<file path="src/rtl/pad_in_filter_pkg.sv">
// Shared types and defaults for the pad input filter.
// Optional feature macro: PAD_IN_FILTER_IRQ_EN (edge interrupt logic).
package pad_in_filter_pkg;

    // Per-channel interrupt source selection.
    typedef enum logic [1:0] {
        IRQ_NONE = 2'd0,
        IRQ_RISE = 2'd1,
        IRQ_FALL = 2'd2,
        IRQ_BOTH = 2'd3
    } irq_mode_e;

    localparam int unsigned DEF_SYNC_STAGES = 2;
    localparam int unsigned DEF_CNT_WIDTH   = 8;

    // True when an edge pulse matches the programmed interrupt mode.
    function automatic logic irq_hit(irq_mode_e mode, logic rise, logic fall);
        logic hit;
        hit = 1'b0;
        case (mode)
            IRQ_RISE: hit = rise;
            IRQ_FALL: hit = fall;
            IRQ_BOTH: hit = rise | fall;
            default:  hit = 1'b0;
        endcase
        return hit;
    endfunction

endpackage

</file>
<file path="src/rtl/pad_in_filter_chan.sv">
// One pad channel: synchroniser, debounce counter, edge pulses and,
// when PAD_IN_FILTER_IRQ_EN is defined, a sticky interrupt pending bit.
module pad_in_filter_chan
    import pad_in_filter_pkg::*;
#(
    parameter int unsigned SyncStages = DEF_SYNC_STAGES,  // legal 2..4
    parameter int unsigned CntWidth   = DEF_CNT_WIDTH,
    parameter logic        ResetVal   = 1'b1
) (
    input  logic                clk_i,
    input  logic                rst_i,
    input  logic                pad_i,
    input  logic                en_i,
    input  logic [CntWidth-1:0] debounce_cycles_i,
`ifdef PAD_IN_FILTER_IRQ_EN
    input  logic [1:0]          irq_mode_i,
    input  logic                irq_clr_i,
    output logic                irq_pending_o,
    output logic                irq_pending_next_o,
`endif
    output logic                pad_o,
    output logic                rise_o,
    output logic                fall_o
);

    logic [SyncStages-1:0] sync_q;
    logic [CntWidth-1:0]   cnt_q;
    logic                  level_q;
    logic                  rise_q;
    logic                  fall_q;
    logic                  s;

    assign s = sync_q[SyncStages-1];

    // Shift the raw pad level through the synchroniser, independent of en_i.
    // NOTE: sequential state uses non-blocking assignments so every flop samples pre-edge values.
    always_ff @(posedge clk_i) begin
        if (rst_i) begin
            sync_q <= {SyncStages{ResetVal}};
        end else begin
            sync_q <= {sync_q[SyncStages-2:0], pad_i};
        end
    end

    // Debounce: accept a new level once it has mismatched for D+1 edges.
    // The >= compare lets a lowered D take effect on the next mismatching edge.
    always_ff @(posedge clk_i) begin
        if (rst_i) begin
            level_q <= ResetVal;
            cnt_q   <= '0;
            rise_q  <= 1'b0;
            fall_q  <= 1'b0;
        end else begin
            rise_q <= 1'b0;
            fall_q <= 1'b0;
            if (!en_i || (s == level_q)) begin
                cnt_q <= '0;
            end else if (cnt_q >= debounce_cycles_i) begin
                level_q <= s;
                cnt_q   <= '0;
                rise_q  <= s;
                fall_q  <= ~s;
            end else begin
                cnt_q <= cnt_q + 1'b1;
            end
        end
    end

    assign pad_o  = level_q;
    assign rise_o = rise_q;
    assign fall_o = fall_q;

`ifdef PAD_IN_FILTER_IRQ_EN
    logic pending_q;
    logic pending_d;

    // Next pending value: a matching edge wins over a simultaneous clear.
    // NOTE: combinational blocks assign a default first so no latch is inferred.
    always_comb begin
        pending_d = pending_q & ~irq_clr_i;
        if (irq_hit(irq_mode_e'(irq_mode_i), rise_q, fall_q)) begin
            pending_d = 1'b1;
        end
    end

    // Pending bit register; sets the cycle after the qualifying edge pulse.
    always_ff @(posedge clk_i) begin
        if (rst_i) begin
            pending_q <= 1'b0;
        end else begin
            pending_q <= pending_d;
        end
    end

    assign irq_pending_o      = pending_q;
    assign irq_pending_next_o = pending_d;
`endif

endmodule

</file>
<file path="src/rtl/pad_in_filter.sv">
// Pad input conditioner for NumPads channels: synchronise, debounce,
// and emit clean levels plus single-cycle rise/fall pulses.
// Optional feature macro: PAD_IN_FILTER_IRQ_EN adds per-channel edge
// interrupts (irq_mode_i, irq_clr_i, irq_pending_o, irq_o).
module pad_in_filter
    import pad_in_filter_pkg::*;
#(
    parameter int unsigned NumPads    = 8,
    parameter int unsigned SyncStages = DEF_SYNC_STAGES,
    parameter int unsigned CntWidth   = DEF_CNT_WIDTH,
    parameter logic        ResetVal   = 1'b1
) (
    input  logic                 clk_i,
    input  logic                 rst_i,
    input  logic [NumPads-1:0]   pad_i,
    input  logic [NumPads-1:0]   en_i,
    input  logic [CntWidth-1:0]  debounce_cycles_i,
`ifdef PAD_IN_FILTER_IRQ_EN
    input  logic [2*NumPads-1:0] irq_mode_i,
    input  logic [NumPads-1:0]   irq_clr_i,
    output logic [NumPads-1:0]   irq_pending_o,
    output logic                 irq_o,
`endif
    output logic [NumPads-1:0]   pad_o,
    output logic [NumPads-1:0]   rise_o,
    output logic [NumPads-1:0]   fall_o
);

`ifdef PAD_IN_FILTER_IRQ_EN
    logic [NumPads-1:0] pending_next;
    logic               irq_q;
`endif

    for (genvar g = 0; g < NumPads; g++) begin : g_chan
        pad_in_filter_chan #(
            .SyncStages (SyncStages),
            .CntWidth   (CntWidth),
            .ResetVal   (ResetVal)
        ) u_chan (
            .clk_i              (clk_i),
            .rst_i              (rst_i),
            .pad_i              (pad_i[g]),
            .en_i               (en_i[g]),
            .debounce_cycles_i  (debounce_cycles_i),
`ifdef PAD_IN_FILTER_IRQ_EN
            .irq_mode_i         (irq_mode_i[2*g +: 2]),
            .irq_clr_i          (irq_clr_i[g]),
            .irq_pending_o      (irq_pending_o[g]),
            .irq_pending_next_o (pending_next[g]),
`endif
            .pad_o              (pad_o[g]),
            .rise_o             (rise_o[g]),
            .fall_o             (fall_o[g])
        );
    end

`ifdef PAD_IN_FILTER_IRQ_EN
    // Summary interrupt registered from the next pending bits so it
    // changes on the same edge as irq_pending_o.
    always_ff @(posedge clk_i) begin
        if (rst_i) begin
            irq_q <= 1'b0;
        end else begin
            irq_q <= |pending_next;
        end
    end

    assign irq_o = irq_q;
`endif

endmodule

</file>
<file path="config.mk">
export PLATFORM = sky130hd
export DESIGN_NAME = pad_in_filter
export DESIGN_NICKNAME = d
export VERILOG_FILES = /design/src/rtl/pad_in_filter_pkg.sv /design/src/rtl/pad_in_filter_chan.sv /design/src/rtl/pad_in_filter.sv
export SDC_FILE = /design/constraint.sdc
export NUM_CORES = 1
export LEC_CHECK = 0
export CAP_MARGIN = 20
export CORE_MARGIN = 2
export CORE_UTILIZATION = 52
export CTS_CLUSTER_DIAMETER = 200
export DETAILED_ROUTE_END_ITERATION = 10
export PLACE_DENSITY_LB_ADDON = 0.05
export SYNTH_ARGS = -nofsm -noshare
export SYNTH_HDL_FRONTEND = slang
export SYNTH_SLANG_ARGS = --single-unit
</file>
<file path="constraint.sdc">
create_clock -name clk_i -period 2.25 [get_ports clk_i]
set_clock_uncertainty 0.2 [all_clocks]
set_input_delay 0.45 -clock clk_i [delete_from_list [all_inputs] [get_ports clk_i]]
set_output_delay 0.45 -clock clk_i [all_outputs]
set_load 0.005 [all_outputs]
</file>
; ---- Word-level counts from Yosys, hierarchy flattened
; Index checks and enable logic that the tools add are counted.
[totals]
reg_bits = 104
inputBits = 26
out_inout_bits = 24
word_cells = 128
[op_classes]
add_sub_neg = 8
magnitude_cmp = 8
n_eq_ne = 8
n_bitwise = 24
reduce_logical = 40
[op_table]
columns = cell, count
row1 = 8-bit by 1-bit adder with 8-bit output (second input constant), 8
row2 = 8-bit >= comparator, 8
row3 = 3-bit OR reduction, 16
row4 = 1-bit inverter, 24
row5 = 2-bit AND reduction, 8
row6 = 1-bit == test, 8
row7 = 1-bit logical NOT, 8
row8 = 1-bit logical OR, 8

; ---- Longest topological paths before layout
; Gate-level depths: netlist of run 1.
[logic_depth]
depth_word = 4
mapped_depth = 8
ltp_nobuf = 7

; ---- Cells and area by module
; A second synthesis of run 1 with hierarchy kept.
[hier_totals]
cells_unflattened = 593
area_unflattened_um2 = 5434.0
[by_module_without_submodules]
columns = mod, instances, cells_per_inst, area_each_um2
row1 = pad_in_filter_chan at g_chan[0].u_chan ..., 7, 74, 678.2
row2 = pad_in_filter_chan at g_chan[7].u_chan, 1, 75, 686.9

; ---- Least setup slack after synthesis of run 1
; Ideal clock, no wire load.
[synth_timing]
path_kind = input to register
startpoint = input debounce_cycles_i[1]
endpoint = register g_chan[7].u_chan.cnt_q[2]
setup_time_ns = 0.062
arrival_time_ns = 2.028
required_ns = 1.988
setup_slack_ns = -0.040
path_stages = 7
n_path_buf = 1
path_cell_list = inv_1 ha_1 a2111oi_4 a2111oi_1 or4_1 buf_6 nor2_2
[synth_between]
elab_chain_len = 2
[synth_lines]
columns = item, line
row1 = from (decl), pad_in_filter.sv:17  ; input logic [CntWidth-1:0] debounce_cycles_i,
row2 = 8-bit >= comparator, pad_in_filter_chan.sv:58  ; end else if (cnt_q >= debounce_cycles_i) begin
row3 = 3-bit OR reduction (no source line), --
row4 = to (signal assigned), pad_in_filter_chan.sv:64  ; cnt_q <= cnt_q + 1'b1;
row5 = to (decl), pad_in_filter_chan.sv:27  ; logic [CntWidth-1:0] cnt_q;
; Every way passes these cells.
; A chain may end at the register's enable or synchronous reset.

; ---- Worst setup path in the final report of run 1
[layout_timing]
startpoint = register g_chan[4].u_chan.cnt_q[0]
endpoint = register g_chan[4].u_chan.cnt_q[5]
[layout_between]
elab_chain_len = 2
word_cells_on_any_way = 3
classes_between = add/sub (1) / order compare (1) / reduce/logical (1)
[layout_lines]
columns = item, line
row1 = from (decl), pad_in_filter_chan.sv:27
row2 = from (signal assigned), pad_in_filter_chan.sv:64
row3 = 8-bit >= comparator, pad_in_filter_chan.sv:58
row4 = 3-bit OR reduction (no source line), --
; Several ways; a longest one is shown, not always the timed one.

==> results of run 1 <==
-- report_power, final --
group	internal (W)	switching, W	leakage [nW]	total (W)
Clock	0.000551	0.000611	0.0949	0.00116
Sequential	0.00186	0.0000107	0.844	0.00187
Combinational	0.000179	0.000164	1.79	0.000343
-- flip-flops by register name, summed over array words and instances, names as in the netlist --
signal                count
g_chan.u_chan.pad_o       8
g_chan.u_chan.fall_o      8
g_chan.u_chan.sync_q     16
g_chan.u_chan.rise_o      8
g_chan.u_chan.cnt_q      64
-- kinds of logic (layout without fill, tap and decap cells) --
logic type                 after synthesis  in the layout
and+or+nand+nor                        206            206
AOI/OAI and AO/OA                       67             67
DFF                                    104            104
xor gates and xnor gates                56             56
buffers and inverters                   69            149
muxes                                    6              6
adders and majority gates               72             72
-- through the flow --
| stage | hold WS [ns] | instance area [sq um] | worst slack [ns] | setup TNS, ns | utilization, % |
|---|---|---|---|---|---|
| after floorplan | 0.189 | 5540 | -0.0400 | -1.01 | - |
| after global placement | 0.192 | 6350 | -0.756 | -56.55 | 61.5 |
| after detailed placement | 0.193 | 6350 | -0.826 | -61.88 | 61.5 |
| after CTS | 0.218 | 6910 | 0.0148 | 0 | 67.0 |
| after global routing | 0.220 | 7030 | -0.0386 | -0.405 | 68.1 |
| final | 0.213 | 7030 | 0.0242 | 0 | 68.1 |
-- routing by layer --
layer,routed length [microns],GRT usage (%)
met4,170,6.12
met1,5350,27.3
met5,0,0
met2,5680,37.6
met3,436,4.01
-- synthesized netlist by cell type (6+ instances only) --
library cell and n:
a2111oi_4 6, ha_1 72, mux2i_1 6, nand2b_4 6
inv_1 34, nand3_1 32, a21oi_1 18, nor2_1 66
xnor2_1 22, o21ai_0 22, and3_1 10, or2_2 18
buf_4 24, nor3b_1 12, dfxtp_1 104, nor2_2 12
nand2_1 28, or4_1 6, xor2_1 34
-- final cells by class --
type / count / share of cell area (%)
Clock buffer: 14 / 2.17
Clock inverter: 2 / 0.552
Inverter: 34 / 2.12
Multi-Input combinational cell: 407 / 49.7
Sequential cell: 104 / 29.7
Tap cell: 136 / 2.42
Timing Repair Buffer: 99 / 13.4
-- what timing repair did --
item,CTS,global route
pin swaps,30,32
buffers inserted,5,0
endpoints found under the setup margin,88,67
resized for setup,71,39
-- placed cells by master, fill, tap and decap left out, types with 6 or more instances in the layout --
cell	synthesis	final
ha_4	0	16
a21oi_1	18	16
ha_1	72	56
nand2_1	28	25
xor2_1	34	34
xnor2_1	22	22
nor3b_1	12	12
nor2_1	66	55
o21ai_0	22	11
buf_12	0	7
o21ai_1	0	10
clkbuf_8	0	10
mux2i_1	6	6
inv_1	34	24
dfxtp_1	104	100
or2_2	18	18
buf_4	24	41
nor2_2	12	18
and3_1	10	10
clkdlybuf4s50_1	0	41
nand3_1	32	32
a2111oi_4	6	11
nand2b_4	6	6
-- worst paths after layout --
kind | start | endpoint | cells after the start | slack (ns)
max | g_chan[4].u_chan.cnt_q[0] | g_chan[4].u_chan.cnt_q[5] | 8 | 0.02
min reg2reg | g_chan[7].u_chan.sync_q[0] | g_chan[7].u_chan.sync_q[1] | 1 | 0.21
max reg2reg | g_chan[4].u_chan.cnt_q[0] | g_chan[4].u_chan.cnt_q[5] | 8 | 0.02
min | g_chan[7].u_chan.sync_q[0] | g_chan[7].u_chan.sync_q[1] | 1 | 0.21
==> impl_metrics.env, run 1 <==
export IMPL_yosysWarnings=0
export IMPL_synthToLayoutAreaGrowth_pct=26.9
export IMPL_power_w=0.00337
export IMPL_nets=753
export IMPL_drtIter0Drc=116
export IMPL_max_cap_violations=0
export IMPL_crit_chain="inv_2, ha_4, nand2b_4, a2111oi_4, a2111oi_4, or4_1, buf_6, nor2b_2"
export IMPL_die_x_microns=107
export IMPL_antenna_cells=0
export IMPL_start_kind="register"
export IMPL_crit_path_end_kind="register"
export IMPL_port_buffers=49
export IMPL_dp_cells=777
export IMPL_critPathTopFamily="simple AND/OR/NAND/NOR gates"
export IMPL_synthFlopType="dfxtp_1"
export IMPL_syn_area_per_cell_sq_um=9.56
export IMPL_grt_usage_pct=21.6
export IMPL_syn_num_nets=678
export IMPL_ys_types=36
export IMPL_ys_top_cells_by_area="dfxtp_1 (38%), ha_1 (16%), xor2_1 (5.4%)"
export IMPL_synth_area_leader_cell="dfxtp_1"
export IMPL_finalCriticalPeriod_ns=2.23
export IMPL_antenna_found_initial=0
export IMPL_rsz0062_at_grt="yes"
export IMPL_layout_drive_gt1_share_pct=25.8
export IMPL_ys_seq_area_share_pct=37.6
export IMPL_synth_adder_area_share_pct=16.3
export IMPL_start_util_pct=53.7
export IMPL_crit_slowest_cell="or4_1"
export IMPL_period_share_pct=98.9
export IMPL_cts_buffers=9
export IMPL_wire_per_inst_microns=14.6
export IMPL_synthesis_area_sq_um=5540
export IMPL_seq_area_sq_um=2090
export IMPL_dieArea_sq_um=11500
export IMPL_grt_max_degree=35
export IMPL_synth_top_family_by_area="simple AND/OR/NAND/NOR gates"
export IMPL_clk_pin_slew_worst_paths_ns=0.09
export IMPL_hpwl_microns=8220
export IMPL_cp_common_cell="a2111oi_4"
export IMPL_hp_class="register to register"
export IMPL_path_max_fanout=8
export IMPL_finalSetupViolations=0
export IMPL_crit_required_ns=2.36
export IMPL_maxSlewViolCount=0
export IMPL_grt_pass1_vias=4214
export IMPL_num_io_pins=50
export IMPL_synth_simple_area_share_pct=19.6
export IMPL_peakVddDrop_v=0.000291
export IMPL_path_buf_inv=2
export IMPL_synth_top_area_share_pct=37.6
export IMPL_tightest_slew_ns=0.367
export IMPL_p_per_area_nw_per_um2=479
export IMPL_cp_arrival_ns=2.33
export IMPL_postCtsHoldBufs=0
export IMPL_die_y_microns=107
export IMPL_drt_wl_total_microns=11600
export IMPL_clock_latency_ns=0.36
export IMPL_vias_per_cell=5.21
export IMPL_hold_violations=0
export IMPL_relSlewSlack_pct=75.6
export IMPL_status="finished clean"
export IMPL_async_reset_ff_share_pct=0
export IMPL_critPathKind="register to register"
export IMPL_grt_overflow=0
export IMPL_drt_pass1_iterations=4
export IMPL_instances_no_fill=796
export IMPL_synth_cells=580
export IMPL_fp_coreArea_sq_um=10300
export IMPL_synth_compound_area_share_pct=9.93
export IMPL_synth_xor_area_share_pct=8.85
export IMPL_num_vias=4150
export IMPL_ys_seq_elements=104
export IMPL_synth_edf_count=0
export IMPL_fillers=825
export IMPL_fmax_ghz=0.449
export IMPL_cts_max_level=3
export IMPL_route_detailed_drc=0
export IMPL_gp_congestion=0.797
export IMPL_cts_tree="built"
export IMPL_muxShareOfSynthArea_pct=1.08
export IMPL_power_leakage_nw=2.73
export IMPL_final_antenna_net_count=0
export IMPL_cts_buffer_depth=2
export IMPL_rows=37
export IMPL_cts_sinks=104
export IMPL_cts_root_buffer="clkbuf_8"
export IMPL_multiInputGateArea_sq_um=3500
export IMPL_critical_path_max_stage_delay_ns=0.51
export IMPL_grt_first_pass_wirelength_microns=19600
No activity file was read; power rests on OpenSTA's default activity.
==> inputs of run 2 (changes only) <==
--- a/config.mk
+++ b/config.mk
@@ -14,3 +14,4 @@
 export SYNTH_ARGS = -nofsm -noshare
 export SYNTH_HDL_FRONTEND = slang
 export SYNTH_SLANG_ARGS = --single-unit
+export TNS_END_PERCENT = 20
==> run 2 against run 1 <==
The run now ends with negative setup slack left. Sequential share of layout area hardly changed. Combinational power hardly changed. Utilization decreased by 0.085 points. Critical path depth down 1. Hold slack gained 0.0015 ns. Via count shrank 1.1%. Fmax decreased by 2.7%. Non-clock buffer count grew 5. Critical path type unchanged. Largest cell class unchanged. Largest power group unchanged.
==> impl_metrics.env, run 2 (synthesis results as in run 1) <==
export IMPL_tns_ns=-0.120
export IMPL_cts_sinks=104
export IMPL_start_util_pct=53.7
export IMPL_fillers=850
export IMPL_power_frac_seq_pct=54.5
export IMPL_fp_coreArea_sq_um=10300
export IMPL_multiInputGateArea_sq_um=3420
export IMPL_crit_required_ns=2.36
export IMPL_p_clk_share_pct=35.5
export IMPL_relSlewSlack_pct=76.9
export IMPL_layout_drive_gt1_share_pct=25.2
export IMPL_max_cap_violations=0
export IMPL_clock_latency_ns=0.37
export IMPL_grt_first_pass_wirelength_microns=19300
export IMPL_drtIter0Drc=100
export IMPL_drt_pass1_iterations=4
export IMPL_p_per_area_nw_per_um2=488
export IMPL_crit_path_end_kind="register"
export IMPL_path_max_fanout=8
export IMPL_start_kind="register"
export IMPL_grt_max_degree=35
export IMPL_cts_buffers=9
export IMPL_final_antenna_net_count=0
export IMPL_intPower_w=0.00265
export IMPL_antenna_cells=0
export IMPL_synthToLayoutAreaGrowth_pct=26.7
export IMPL_num_io_pins=50
export IMPL_maxSlewViolCount=0
export IMPL_status="complete, but fails checks"
export IMPL_layout_setup_ws_ns=-0.0377
export IMPL_final_area_sq_um=7020
export IMPL_vias_per_cell=5.15
export IMPL_die_x_microns=107
export IMPL_nets=758
export IMPL_violations="negative setup slack"
export IMPL_postCtsHoldBufs=0
export IMPL_drt_wl_total_microns=11600
export IMPL_seq_area_sq_um=2090
export IMPL_die_y_microns=107
export IMPL_regMostFlops="g_chan.u_chan.cnt_q"
export IMPL_period_share_pct=102
export IMPL_p_sw_share_pct=22.7
export IMPL_hp_class="register to register"
export IMPL_route_detailed_drc=0
export IMPL_fmax_ghz=0.437
export IMPL_hold_violations=0
export IMPL_p_switching_w=0.000779
export IMPL_peakVddDrop_v=0.000405
export IMPL_clk_pin_slew_worst_paths_ns=0.09
export IMPL_tightest_slew_ns=0.346
export IMPL_rows=37
export IMPL_port_buffers=49
export IMPL_grt_overflow=0
export IMPL_wire_per_inst_microns=14.5
export IMPL_grt_usage_pct=21.3
export IMPL_p_comb_share_pct=10.0
export IMPL_rsz0062_at_grt="yes"
export IMPL_num_vias=4106
export IMPL_gp_congestion=0.779
export IMPL_grt_pass1_vias=4163
export IMPL_mostFrequentLayoutCell="dfxtp_1"
export IMPL_reg_largest_list="g_chan.u_chan.cnt_q: 64 flops, g_chan.u_chan.sync_q: 16 flops"
export IMPL_dpl_cell_area_sq_um=6320
export IMPL_cp_arrival_ns=2.40
export IMPL_finalSetupViolations=6
export IMPL_cts_root_buffer="clkbuf_8"
export IMPL_dieArea_sq_um=11500
export IMPL_critPathKind="register to register"
export IMPL_cts_buffer_depth=2
export IMPL_power_leakage_nw=2.74
export IMPL_largest_reg_flops=64
export IMPL_utilization_pct=68.0
export IMPL_hpwl_microns=8270
export IMPL_cts_max_level=3
export IMPL_mostFrequentLayoutCells="dfxtp_1 (100), nor2_1 (60), ha_1 (57), buf_4 (44), clkdlybuf4s50_1 (41)"
export IMPL_cts_tree="built"
export IMPL_finalCriticalPeriod_ns=2.29
export IMPL_antenna_found_initial=0
-- run 2: cell count changes in the layout (fill, tap and decap cells not counted), sizes merged --
| cell | delta |
|---|---|
| clkdlybuf4s15 | +1 |
| buf | +4 |
| clkbuf | -4 |
| dlygate4sd2 | -1 |
| bufinv | +1 |
| clkinvlp | +3 |
| inv | -2 |
-- run 2: power by group through the flow --
stage | Clock [W] | Combinational [W] | Sequential (W)
final | 0.00122 | 0.000344 | 0.00187
after detailed placement | 0 | 0.000274 | 0.00191
after global placement | 0 | 0.000266 | 0.00191
after CTS | 0.00127 | 0.000341 | 0.00187
after global routing | 0.00133 | 0.000375 | 0.00187
after floorplan | 0 | 0.000151 | 0.00191
-- run 2: critical path, cell delays in order, from the launching register on --
cell       delay, ns
dfxtp_2         0.35
inv_2           0.05
ha_4            0.20
nand2b_4        0.14
a2111oi_4       0.41
a2111oi_4       0.11
or4_4           0.64
nor2_2          0.14
-- run 2: what timing repair did --
action / in CTS / in global routing
endpoints found under the setup margin: 88 / 75
setup buffers: 10 / 1
resized for setup: 63 / 26
pin swaps: 33 / 17
-- run 2: final timing paths --
check | from | endpoint | slack (ns) | cells past startpoint
setup / recovery | g_chan[4].u_chan.cnt_q[0] | g_chan[4].u_chan.cnt_q[0] | -0.04 | 7
hold / removal | g_chan[2].u_chan.sync_q[0] | g_chan[2].u_chan.sync_q[1] | 0.21 | 1
setup reg to reg | g_chan[4].u_chan.cnt_q[0] | g_chan[4].u_chan.cnt_q[0] | -0.04 | 7
hold reg to reg | g_chan[2].u_chan.sync_q[0] | g_chan[2].u_chan.sync_q[1] | 0.21 | 1
-- run 2: per-stage QoR --
stage,total power (W),setup slack [ns],hold WS [ns],instances
after floorplan,0.00206,-0.0400,0.189,580
after global placement,0.00217,-0.745,0.192,776
after detailed placement,0.00218,-0.789,0.193,776
after CTS,0.00347,-0.00654,0.217,799
after global routing,0.00357,-0.105,0.230,798
final,0.00343,-0.0377,0.215,798
-- run 2: routing by layer --
layer	global-route usage [%]	vias to the layer above	share of wire, %
met5	0	-	0
met4	5.57	0	1.0
met3	4.13	14	2.7
met2	37.6	57	50
met1	26.4	1917	47
li1	-	2118	-
-- run 2: area by class of cell --
cell class	instances	share of cell area, %
sequential	104	29.7
inverter	34	2.19
tap	136	2.42
clock buffer	9	1.76
timing repair buffer	104	14.2
multi-input combinational	407	48.7
clock inverter	4	1.03
